[src/rtl/mcdf_chnl_slave_p_pkg.sv]
// Shared helpers for the parametrised MCDF channel slave: pointer/count sizing
// and the per-beat parity check.
package mcdf_pkg_p;

  localparam int FIFO_DEPTH_DEF = 16;
  localparam int PARITY_MAX_W   = 1024;

  function automatic int calc_ptr_w(input int depth);
    return (depth <= 2) ? 1 : $clog2(depth);
  endfunction

  localparam int PTR_W = calc_ptr_w(FIFO_DEPTH_DEF);
  localparam int CNT_W = PTR_W + 1;

  // Zero-extension does not change the XOR reduction, so one wide argument serves every DATA_W.
  function automatic logic parity_ok(input logic [PARITY_MAX_W-1:0] data,
                                     input logic p, input logic odd);
    return p == ((^data) ^ odd);
  endfunction

endpackage

[src/rtl/mcdf_chnl_slave_p_if.sv]
// Channel-side and consumer-side signals of the MCDF channel slave.
interface mcdf_chnl_slave_p_if
  import mcdf_pkg_p::*;
#(
  parameter int DATA_W     = 32,
  parameter int FIFO_DEPTH = 16,
  parameter int ERR_CNT_W  = 8
);
  localparam int MARGIN_W = calc_ptr_w(FIFO_DEPTH) + 1;

  logic                 ch_en;
  logic [DATA_W-1:0]    ch_data;
  logic                 ch_data_p;
  logic                 ch_valid;
  logic                 ch_wait;
  logic                 ch_parity_err;
  logic                 err_sticky;
  logic [ERR_CNT_W-1:0] err_cnt;
  logic                 err_clr;
  logic                 out_valid;
  logic [DATA_W-1:0]    out_data;
  logic                 out_ready;
  logic [MARGIN_W-1:0]  fifo_margin;

  modport slave (
    input  ch_en, ch_data, ch_data_p, ch_valid, err_clr, out_ready,
    output ch_wait, ch_parity_err, err_sticky, err_cnt, out_valid, out_data, fifo_margin
  );

  modport master (
    output ch_en, ch_data, ch_data_p, ch_valid, err_clr, out_ready,
    input  ch_wait, ch_parity_err, err_sticky, err_cnt, out_valid, out_data, fifo_margin
  );

endinterface

[src/rtl/mcdf_chnl_slave_p_fifo.sv]
// Synchronous first-word-fall-through FIFO; head is visible the cycle after the write.
module mcdf_sync_fifo
  import mcdf_pkg_p::*;
#(
  parameter int DATA_W = 32,
  parameter int DEPTH  = 16
) (
  input  logic                        clk,
  input  logic                        rst,
  input  logic                        i_push,
  input  logic [DATA_W-1:0]           i_data,
  input  logic                        i_pop,
  output logic [DATA_W-1:0]           o_data,
  output logic                        o_full,
  output logic                        o_empty,
  output logic [calc_ptr_w(DEPTH):0]  o_count
);
  localparam int PTR_W = calc_ptr_w(DEPTH);
  localparam int CNT_W = PTR_W + 1;

  logic [DATA_W-1:0] r_mem [DEPTH];
  logic [PTR_W-1:0]  r_wr_ptr;
  logic [PTR_W-1:0]  r_rd_ptr;
  logic [CNT_W-1:0]  r_count;
  logic              w_push;
  logic              w_pop;

  assign o_full  = (r_count == CNT_W'(DEPTH));
  assign o_empty = (r_count == '0);
  assign o_count = r_count;
  assign w_push  = i_push & ~o_full;
  assign w_pop   = i_pop & ~o_empty;
  assign o_data  = r_mem[r_rd_ptr];

  always_ff @(posedge clk) begin
    if (w_push) r_mem[r_wr_ptr] <= i_data;
  end

  // Power-of-two depth: pointers wrap naturally.
  always_ff @(posedge clk) begin
    if (rst) begin
      r_wr_ptr <= '0;
      r_rd_ptr <= '0;
      r_count  <= '0;
    end else begin
      if (w_push) r_wr_ptr <= r_wr_ptr + PTR_W'(1);
      if (w_pop)  r_rd_ptr <= r_rd_ptr + PTR_W'(1);
      case ({w_push, w_pop})
        2'b10:   r_count <= r_count + CNT_W'(1);
        2'b01:   r_count <= r_count - CNT_W'(1);
        default: r_count <= r_count;
      endcase
    end
  end

endmodule

[src/rtl/mcdf_chnl_slave_p.sv]
// MCDF channel slave: parity-checks each accepted beat, drops bad ones, buffers good ones.
module mcdf_chnl_slave_p
  import mcdf_pkg_p::*;
#(
  parameter int DATA_W     = 32,
  parameter int FIFO_DEPTH = 16,
  parameter bit ODD_PARITY = 1'b0,
  parameter int ERR_CNT_W  = 8
) (
  input logic                clk,
  input logic                rst,
  mcdf_chnl_slave_p_if.slave bus
);
  localparam int L_PTR_W = calc_ptr_w(FIFO_DEPTH);
  localparam int L_CNT_W = L_PTR_W + 1;

  logic                 w_full;
  logic                 w_empty;
  logic [L_CNT_W-1:0]   w_count;
  logic                 w_beat;
  logic                 w_bad;
  logic                 w_push;
  logic                 r_parity_err;
  logic                 r_err_sticky;
  logic [ERR_CNT_W-1:0] r_err_cnt;

  // A beat completes whenever it is offered without backpressure, good or bad.
  assign bus.ch_wait = rst | ~bus.ch_en | w_full;
  assign w_beat      = bus.ch_valid & ~bus.ch_wait;
  assign w_bad       = ~parity_ok(PARITY_MAX_W'(bus.ch_data), bus.ch_data_p, ODD_PARITY);
  assign w_push      = w_beat & ~w_bad;

  mcdf_sync_fifo #(
    .DATA_W (DATA_W),
    .DEPTH  (FIFO_DEPTH)
  ) u_fifo (
    .clk     (clk),
    .rst     (rst),
    .i_push  (w_push),
    .i_data  (bus.ch_data),
    .i_pop   (bus.out_ready),
    .o_data  (bus.out_data),
    .o_full  (w_full),
    .o_empty (w_empty),
    .o_count (w_count)
  );

  assign bus.out_valid   = ~w_empty;
  assign bus.fifo_margin = L_CNT_W'(FIFO_DEPTH) - w_count;

  // Clear wins over a same-cycle error; the pulse itself is still reported.
  always_ff @(posedge clk) begin
    if (rst) begin
      r_parity_err <= 1'b0;
      r_err_sticky <= 1'b0;
      r_err_cnt    <= '0;
    end else begin
      r_parity_err <= w_beat & w_bad;
      if (bus.err_clr) begin
        r_err_sticky <= 1'b0;
        r_err_cnt    <= '0;
      end else if (w_beat & w_bad) begin
        r_err_sticky <= 1'b1;
        if (r_err_cnt != '1) r_err_cnt <= r_err_cnt + ERR_CNT_W'(1);
      end
    end
  end

  assign bus.ch_parity_err = r_parity_err;
  assign bus.err_sticky    = r_err_sticky;
  assign bus.err_cnt       = r_err_cnt;

endmodule

[src/flat_wrapper.sv]
// flat-port wrapper written by rule: the top's interface ports become plain ports
module mcdf_chnl_slave_p_flat import mcdf_pkg_p::*;
#(
  parameter int DATA_W     = 32,
  parameter int FIFO_DEPTH = 16,
  parameter bit ODD_PARITY = 1'b0,
  parameter int ERR_CNT_W  = 8
)
  (clk, rst, bus_ch_en, bus_ch_data, bus_ch_data_p, bus_ch_valid, bus_err_clr, bus_out_ready, bus_ch_wait, bus_ch_parity_err, bus_err_sticky, bus_err_cnt, bus_out_valid, bus_out_data, bus_fifo_margin);
  mcdf_chnl_slave_p_if #(.DATA_W(DATA_W), .FIFO_DEPTH(FIFO_DEPTH), .ERR_CNT_W(ERR_CNT_W)) bus_i ();
  input logic clk;
  input logic rst;
  input wire logic [$bits(bus_i.ch_en)-1:0] bus_ch_en;
  input wire logic [$bits(bus_i.ch_data)-1:0] bus_ch_data;
  input wire logic [$bits(bus_i.ch_data_p)-1:0] bus_ch_data_p;
  input wire logic [$bits(bus_i.ch_valid)-1:0] bus_ch_valid;
  input wire logic [$bits(bus_i.err_clr)-1:0] bus_err_clr;
  input wire logic [$bits(bus_i.out_ready)-1:0] bus_out_ready;
  output wire logic [$bits(bus_i.ch_wait)-1:0] bus_ch_wait;
  output wire logic [$bits(bus_i.ch_parity_err)-1:0] bus_ch_parity_err;
  output wire logic [$bits(bus_i.err_sticky)-1:0] bus_err_sticky;
  output wire logic [$bits(bus_i.err_cnt)-1:0] bus_err_cnt;
  output wire logic [$bits(bus_i.out_valid)-1:0] bus_out_valid;
  output wire logic [$bits(bus_i.out_data)-1:0] bus_out_data;
  output wire logic [$bits(bus_i.fifo_margin)-1:0] bus_fifo_margin;
  assign bus_i.ch_en = bus_ch_en;
  assign bus_i.ch_data = bus_ch_data;
  assign bus_i.ch_data_p = bus_ch_data_p;
  assign bus_i.ch_valid = bus_ch_valid;
  assign bus_i.err_clr = bus_err_clr;
  assign bus_i.out_ready = bus_out_ready;
  assign bus_ch_wait = bus_i.ch_wait;
  assign bus_ch_parity_err = bus_i.ch_parity_err;
  assign bus_err_sticky = bus_i.err_sticky;
  assign bus_err_cnt = bus_i.err_cnt;
  assign bus_out_valid = bus_i.out_valid;
  assign bus_out_data = bus_i.out_data;
  assign bus_fifo_margin = bus_i.fifo_margin;
  mcdf_chnl_slave_p #(.DATA_W(DATA_W), .FIFO_DEPTH(FIFO_DEPTH), .ODD_PARITY(ODD_PARITY), .ERR_CNT_W(ERR_CNT_W)) u_core (.clk(clk), .rst(rst), .bus(bus_i));
endmodule
[config.mk]
export PLATFORM = sky130hd
export DESIGN_NAME = mcdf_chnl_slave_p_flat
export DESIGN_NICKNAME = d
export VERILOG_FILES = /design/src/rtl/mcdf_chnl_slave_p_pkg.sv /design/src/rtl/mcdf_chnl_slave_p_if.sv /design/src/rtl/mcdf_chnl_slave_p_fifo.sv /design/src/rtl/mcdf_chnl_slave_p.sv /design/src/flat_wrapper.sv
export SDC_FILE = /design/constraint.sdc
export NUM_CORES = 1
export LEC_CHECK = 0
export BUFFER_PORTS_ARGS = -buffer_cell sky130_fd_sc_hd__buf_2
export CAP_MARGIN = 20
export CORE_MARGIN = 1
export CORE_UTILIZATION = 61
export DETAILED_ROUTE_END_ITERATION = 16
export MAX_ROUTING_LAYER = met4
export PLACE_DENSITY = 0.8
export REMOVE_ABC_BUFFERS = 1
export SLEW_MARGIN = 20
export SYNTH_ARGS = -nofsm -noshare
export SYNTH_HDL_FRONTEND = slang
export SYNTH_SLANG_ARGS = --single-unit
[constraint.sdc]
create_clock -name clk -period 5.9 [get_ports clk]
set_input_delay 0.59 -clock clk [delete_from_list [all_inputs] [get_ports clk]]
set_output_delay 0.59 -clock clk [all_outputs]
set_load 0.05 [all_outputs]
Word-level counts from Yosys, hierarchy flattened
Memory sizes are Yosys's and may differ from the RTL's. A register that Yosys moved wholly into a read port is not among the register bits.
Index checks and enable logic that the tools add are counted.

word-level totals
  memories kept = 1
  output and inout bits = 49
  memory bits (writable) = 512
  bits in registers = 23
  bits of input ports = 39

memory list
  name                 words  width  read ports  clocked after memory_dff  write ports  RTL line                      source
  u_core.u_fifo.r_mem  16     32     1           1                         1            mcdf_chnl_slave_p_fifo.sv:21  logic [DATA_W-1:0] r_mem [DEPTH];

cells by class
  bitwise gates (word level) = 12
  eq/ne operators = 5
  add/sub/neg operators = 6
  reduce and logical (&&, ||, !) cells = 5
  mux-type cells = 5

operator list
  operator               count
  $reduce_xor A1024 Y1   1
  $pmux W5 S2            1
  $add A4 B1 Y4 const B  2
  $add A8 B1 Y8 const B  1
  $mux W4                2
  $ne A8 B8 Y1 const B   1
  $add A5 B1 Y5 const B  1
  $and A1 B1 Y1          5
  $eq A5 B5 Y1 const B   1
  $logic_not A5 Y1       1
  $not A1 Y1             5
  $sub A5 B1 Y5 const B  1
  $sub A5 B5 Y5 const A  1
  $eq A2 B1 Y1 const B   1
  $eq A2 B2 Y1 const B   1
  $mux W1                2
  $or A1 B1 Y1           2
  $reduce_and A2 Y1      1
  $reduce_bool A2 Y1     1
  $reduce_or A2 Y1       1
  $eq A1 B1 Y1           1

Longest topological paths before layout
  word-level depth = 9
  mapped depth = 19

Hierarchy
From an unflattened synthesis, not the netlist that was laid out.

second synthesis, totals
  cells, all modules = 1009
  area, all modules = 20972.6 um^2

modules (own cells, without submodules)
  module             times used  seq. area each (um^2)  area an instance (um^2)  cells each
  mcdf_sync_fifo     1           15715.1                20120.5                  909
  mcdf_chnl_slave_p  1           200.2                  852.1                    100

Least setup slack after synthesis
Ideal clock, no wire load.

  kind = input-to-reg
  start = in bus_ch_data[29]
  end = mem u_core.u_fifo.r_mem[3][0] (enable)
  library setup time = 461 ps
  required time = 5439 ps
  arrival time = 4208 ps
  stages = 7
  setup slack = 1231 ps
  path through = xnor2_1 -> xnor2_1 -> xnor2_1 -> xnor3_2 -> mux2i_4 -> nand2_1 -> nor3_1

on the way
  longest elaborated chain between the ends = 6

ends and longest elaborated chain
  item                           RTL line                      source
  start, declared                flat_wrapper.sv:14            input wire logic [$bits(bus_i.ch_data)-1:0] bus_ch_data;
  $reduce_xor A1024 Y1           mcdf_chnl_slave_p_pkg.sv:18   return p == ((^data) ^ odd);
  $eq A1 B1 Y1                   mcdf_chnl_slave_p_pkg.sv:18
  $and A1 B1 Y1                  mcdf_chnl_slave_p.sv:31       assign w_push = w_beat & ~w_bad;
  $and A1 B1 Y1                  mcdf_chnl_slave_p_fifo.sv:31  assign w_push = i_push & ~o_full;
  $mux W1                        mcdf_chnl_slave_p_fifo.sv:36  if (w_push) r_mem[r_wr_ptr] <= i_data;
  $mux W1 (implied by the code)  mcdf_chnl_slave_p_fifo.sv:36
  end, declared                  mcdf_chnl_slave_p_fifo.sv:21

Every way passes these cells.

==> impl_results.md <==
* Run status: complete, no violations
* Final non-filler cell total at 1526
* Number of vias per cell at 6.62
* Power Total at 9.71 mW
* Critical register-to-register path startpoint: u_core.u_fifo.o_count[0]
* Final core area utilization at 0.706
* Normalized max-slew margin at 0.229
* Routability Congestion at 0.779
* DP Wirelength at 23700 µm
* Via count of the first global-routing pass at 10.5k
* Number of setup buffers added after CTS at 0
* Worst hold slack at 327 ps
* Flops & latches, synth at 539
* Worst Clk Skew at 27.7 ps
* LEAKAGE at 7.42 nW
* End point of the most critical hold path: u_core.bus.err_cnt[0]
* Total via count in the routed design at 10.1k
* Clock network latency to the later pin of the worst-skew pair at 580 ps
* Total DRC errors in the routed layout at 0
* R2R setup slack at 1910 ps
* Final-report setup violation count at 0
* Global-route wire length before repair at 68100 µm
* IO Count at 88
* Crit Path Class: reg -> out
* Share of post-route cells with drive strength above 1 at 0.347
* Routed length on met1 at 17700 µm
* Synthesized cell area at 20900 µm²
* Number of buffers added on ports at 87
* Most common cell in the synthesized netlist: sky130_fd_sc_hd__edfxtp_1
* Area overhead of the layout relative to synthesis at 13.7%
* Count of flip-flops with a built-in enable after synthesis at 512
* Worst hold path stage count at 3
* Capturing point of the worst reg2reg path: u_core.u_fifo.r_mem[11][20]
* H-tree Lvls at 2
* Average instance area after synthesis at 22.8 µm²
* WP data required at 5310 ps
* Number of standard cells after synthesis at 917
* Top Layer Used: met4
* Cell type with the largest total area after synthesis: sky130_fd_sc_hd__edfxtp_1
* Number of nets in the finished design at 1087
* Maximum achievable frequency at 0.250 GHz
* Clk slew on worst S/H paths at 60 ps
* Startpoint of the tightest hold check path: bus_err_clr
* Largest cells by area after synthesis: sky130_fd_sc_hd__edfxtp_1 74%, sky130_fd_sc_hd__mux4_2 17%, sky130_fd_sc_hd__dfxtp_1 2.6%, sky130_fd_sc_hd__xnor2_1 1.3%, sky130_fd_sc_hd__ha_1 0.72%
* Slew @ Worst Pin at 1160 ps
* Share of flip-flops with an asynchronous set or reset at 0
* Longest Clk Path Bufs at 3
* Antenna violations before repair at 0
* Power per cell area at 409 nW/µm²
* Die X-Extent at 187 µm
* CTS tree: done
* Critical path data arrival time at 3420 ps
* Overall global routing resource usage at 0.280
* Total instance count after detailed placement at 1432
* Post-route clock period utilization at 0.679
* Post-place setup slack at 1660 ps
* Number of cells upsized or downsized after cts at 0
* Worst supply voltage drop on vdd at 0.517 mV
* Slew Limit Fails at 0
* Remaining number of nets flagged by the antenna check after routing at 0
* Pin count of the biggest net entering global routing at 75
* Commonest cells post-synth: 512 x sky130_fd_sc_hd__edfxtp_1, 160 x sky130_fd_sc_hd__mux4_2, 31 x sky130_fd_sc_hd__xnor2_1, 28 x sky130_fd_sc_hd__clkbuf_1, 28 x sky130_fd_sc_hd__nor2_1
* Share of the synthesized area in the top cell type at 0.736
* R2R depth at 11
* DR WL met3 at 3370 µm
* Ys flop type: sky130_fd_sc_hd__edfxtp_1
* Final worst-path setup slack at 1890 ps
* Total die area at 35000 µm²
* Routed length on met2 at 23600 µm
* Ant diodes at 0
* CTS sink cnt at 539
* Setup repair after global routing missed its margin: no
* Routed wire per std cell at 30.1 µm
* Number of hold-slack violations in the final timing report at 0
* Number of warnings printed during yosys synthesis at 0
* Unique cell type count in the Yosys netlist at 38
* Reported max-cap violation count at 0
* Seq/Total Area, Yosys at 0.762
* Hold buffer count at cts at 0
* Die height at 187 µm
* Overflow left after global routing at 0
* Minimum clock period after layout at 4010 ps
* Site Rows at 67
* Effective utilization at floorplan at 0.621
* Core ar. at 33600 µm²
* Startpoint type of the worst setup path: register
* Type of element capturing the critical path: output pin
* Detailed Route Iter0 Violations at 1064
* Class of the tightest hold or removal check: in -> reg
* Critical Path Fanout Max at 41
* First-pass iteration count of the detailed router at 5
* Clock root buffer master: sky130_fd_sc_hd__clkbuf_16
* Total routed wirelength at 45900 µm
* Clock buffers created by TritonCTS at 50
logic make-up after synthesis:
kind of cell    after synthesis  share of synthesized area
xor+xnor                     42                     0.0191
mux                         167                      0.177
flops                       539                      0.762
compound gates               27                    0.00815
buf+inv                      52                    0.00958
simple gates                 78                     0.0175
fa+ha+maj                    12                    0.00719
worst max-delay path, cell delays in order, from the launching register on:
cell,delay [ps]
sky130_fd_sc_hd__dfxtp_4,900
sky130_fd_sc_hd__buf_4,570
sky130_fd_sc_hd__mux4_2,590
sky130_fd_sc_hd__mux4_2,530
sky130_fd_sc_hd__buf_2,240
cells in the final DEF, fill, tap and decap left out, types with 4 or more instances in the layout:
cell / instances
sky130_fd_sc_hd__a21oi_1: 10
sky130_fd_sc_hd__buf_16: 4
sky130_fd_sc_hd__buf_2: 87
sky130_fd_sc_hd__buf_4: 16
sky130_fd_sc_hd__clkbuf_1: 8
sky130_fd_sc_hd__clkbuf_16: 51
sky130_fd_sc_hd__clkbuf_8: 7
sky130_fd_sc_hd__clkinv_1: 7
sky130_fd_sc_hd__clkinv_2: 12
sky130_fd_sc_hd__dfxtp_1: 23
sky130_fd_sc_hd__edfxtp_1: 512
sky130_fd_sc_hd__ha_1: 12
sky130_fd_sc_hd__inv_1: 9
sky130_fd_sc_hd__mux2i_1: 5
sky130_fd_sc_hd__mux4_2: 160
sky130_fd_sc_hd__nand2_1: 18
sky130_fd_sc_hd__nand3_1: 4
sky130_fd_sc_hd__nor2_1: 16
sky130_fd_sc_hd__nor2_4: 12
sky130_fd_sc_hd__nor2b_1: 4
sky130_fd_sc_hd__nor3_2: 4
sky130_fd_sc_hd__o21ai_0: 4
sky130_fd_sc_hd__or3_1: 5
sky130_fd_sc_hd__xnor2_1: 31
sky130_fd_sc_hd__xor2_1: 9
worst max-delay path by stage:
stage	start	to	slack (ps)	cells past startpoint
2_1_floorplan	register	bus_out_data[0]	-1280	2
3_3_place_gp	bus_ch_data[3]	u_core.u_fifo.r_mem[8][3]	1790	9
3_5_place_dp	bus_ch_data[31]	u_core.u_fifo.r_mem[8][31]	1660	9
4_1_cts	register	bus_out_data[24]	1770	4
5_1_grt	register	bus_out_data[10]	1650	4
6_report	register	bus_out_data[22]	1890	4
state kept, by name, summed over array words and instances, names as in the netlist, named ones only:
name	cells
u_core.u_fifo.r_mem	512
u_core.bus.ch_parity_err	1
u_core.u_fifo.r_rd_ptr	4
u_core.u_fifo.o_count	5
u_core.bus.err_cnt	8
u_core.u_fifo.r_wr_ptr	4
u_core.bus.err_sticky	1
cell type report:
cell class / count / area, µm²
Multi-Input combinational cell: 326 / 4880
Inverter: 9 / 33.8
Sequential cell: 539 / 15900
Tap cell: 448 / 561
Fill cell: 1861 / 9870
Clock inverter: 28 / 219
Clock buffer: 66 / 1400
Timing Repair Buffer: 110 / 726
routing by layer:
layer | GRT usage | up-vias
met1 | 0.375 | 5353
met3 | 0.0426 | 88
met2 | 0.454 | 569
li1 | - | 4086
met5 | - | -
met4 | 0.0823 | 0
metrics by stage:
step           setup TNS, ps  instance area (µm²)
2_1_floorplan         -40850                20700
5_1_grt                    0                23700
3_3_place_gp               0                22000
4_1_cts                    0                23700
6_report                   0                23700
3_5_place_dp               0                22100
where the power goes:
group	internal [mW]	switching, mW	total [mW]
Sequential	4.25	0.137	4.39
Clock	1.77	1.40	3.17
Combinational	0.925	1.22	2.15
Total	6.95	2.76	9.71
Power figures use the tool's default switching activity.
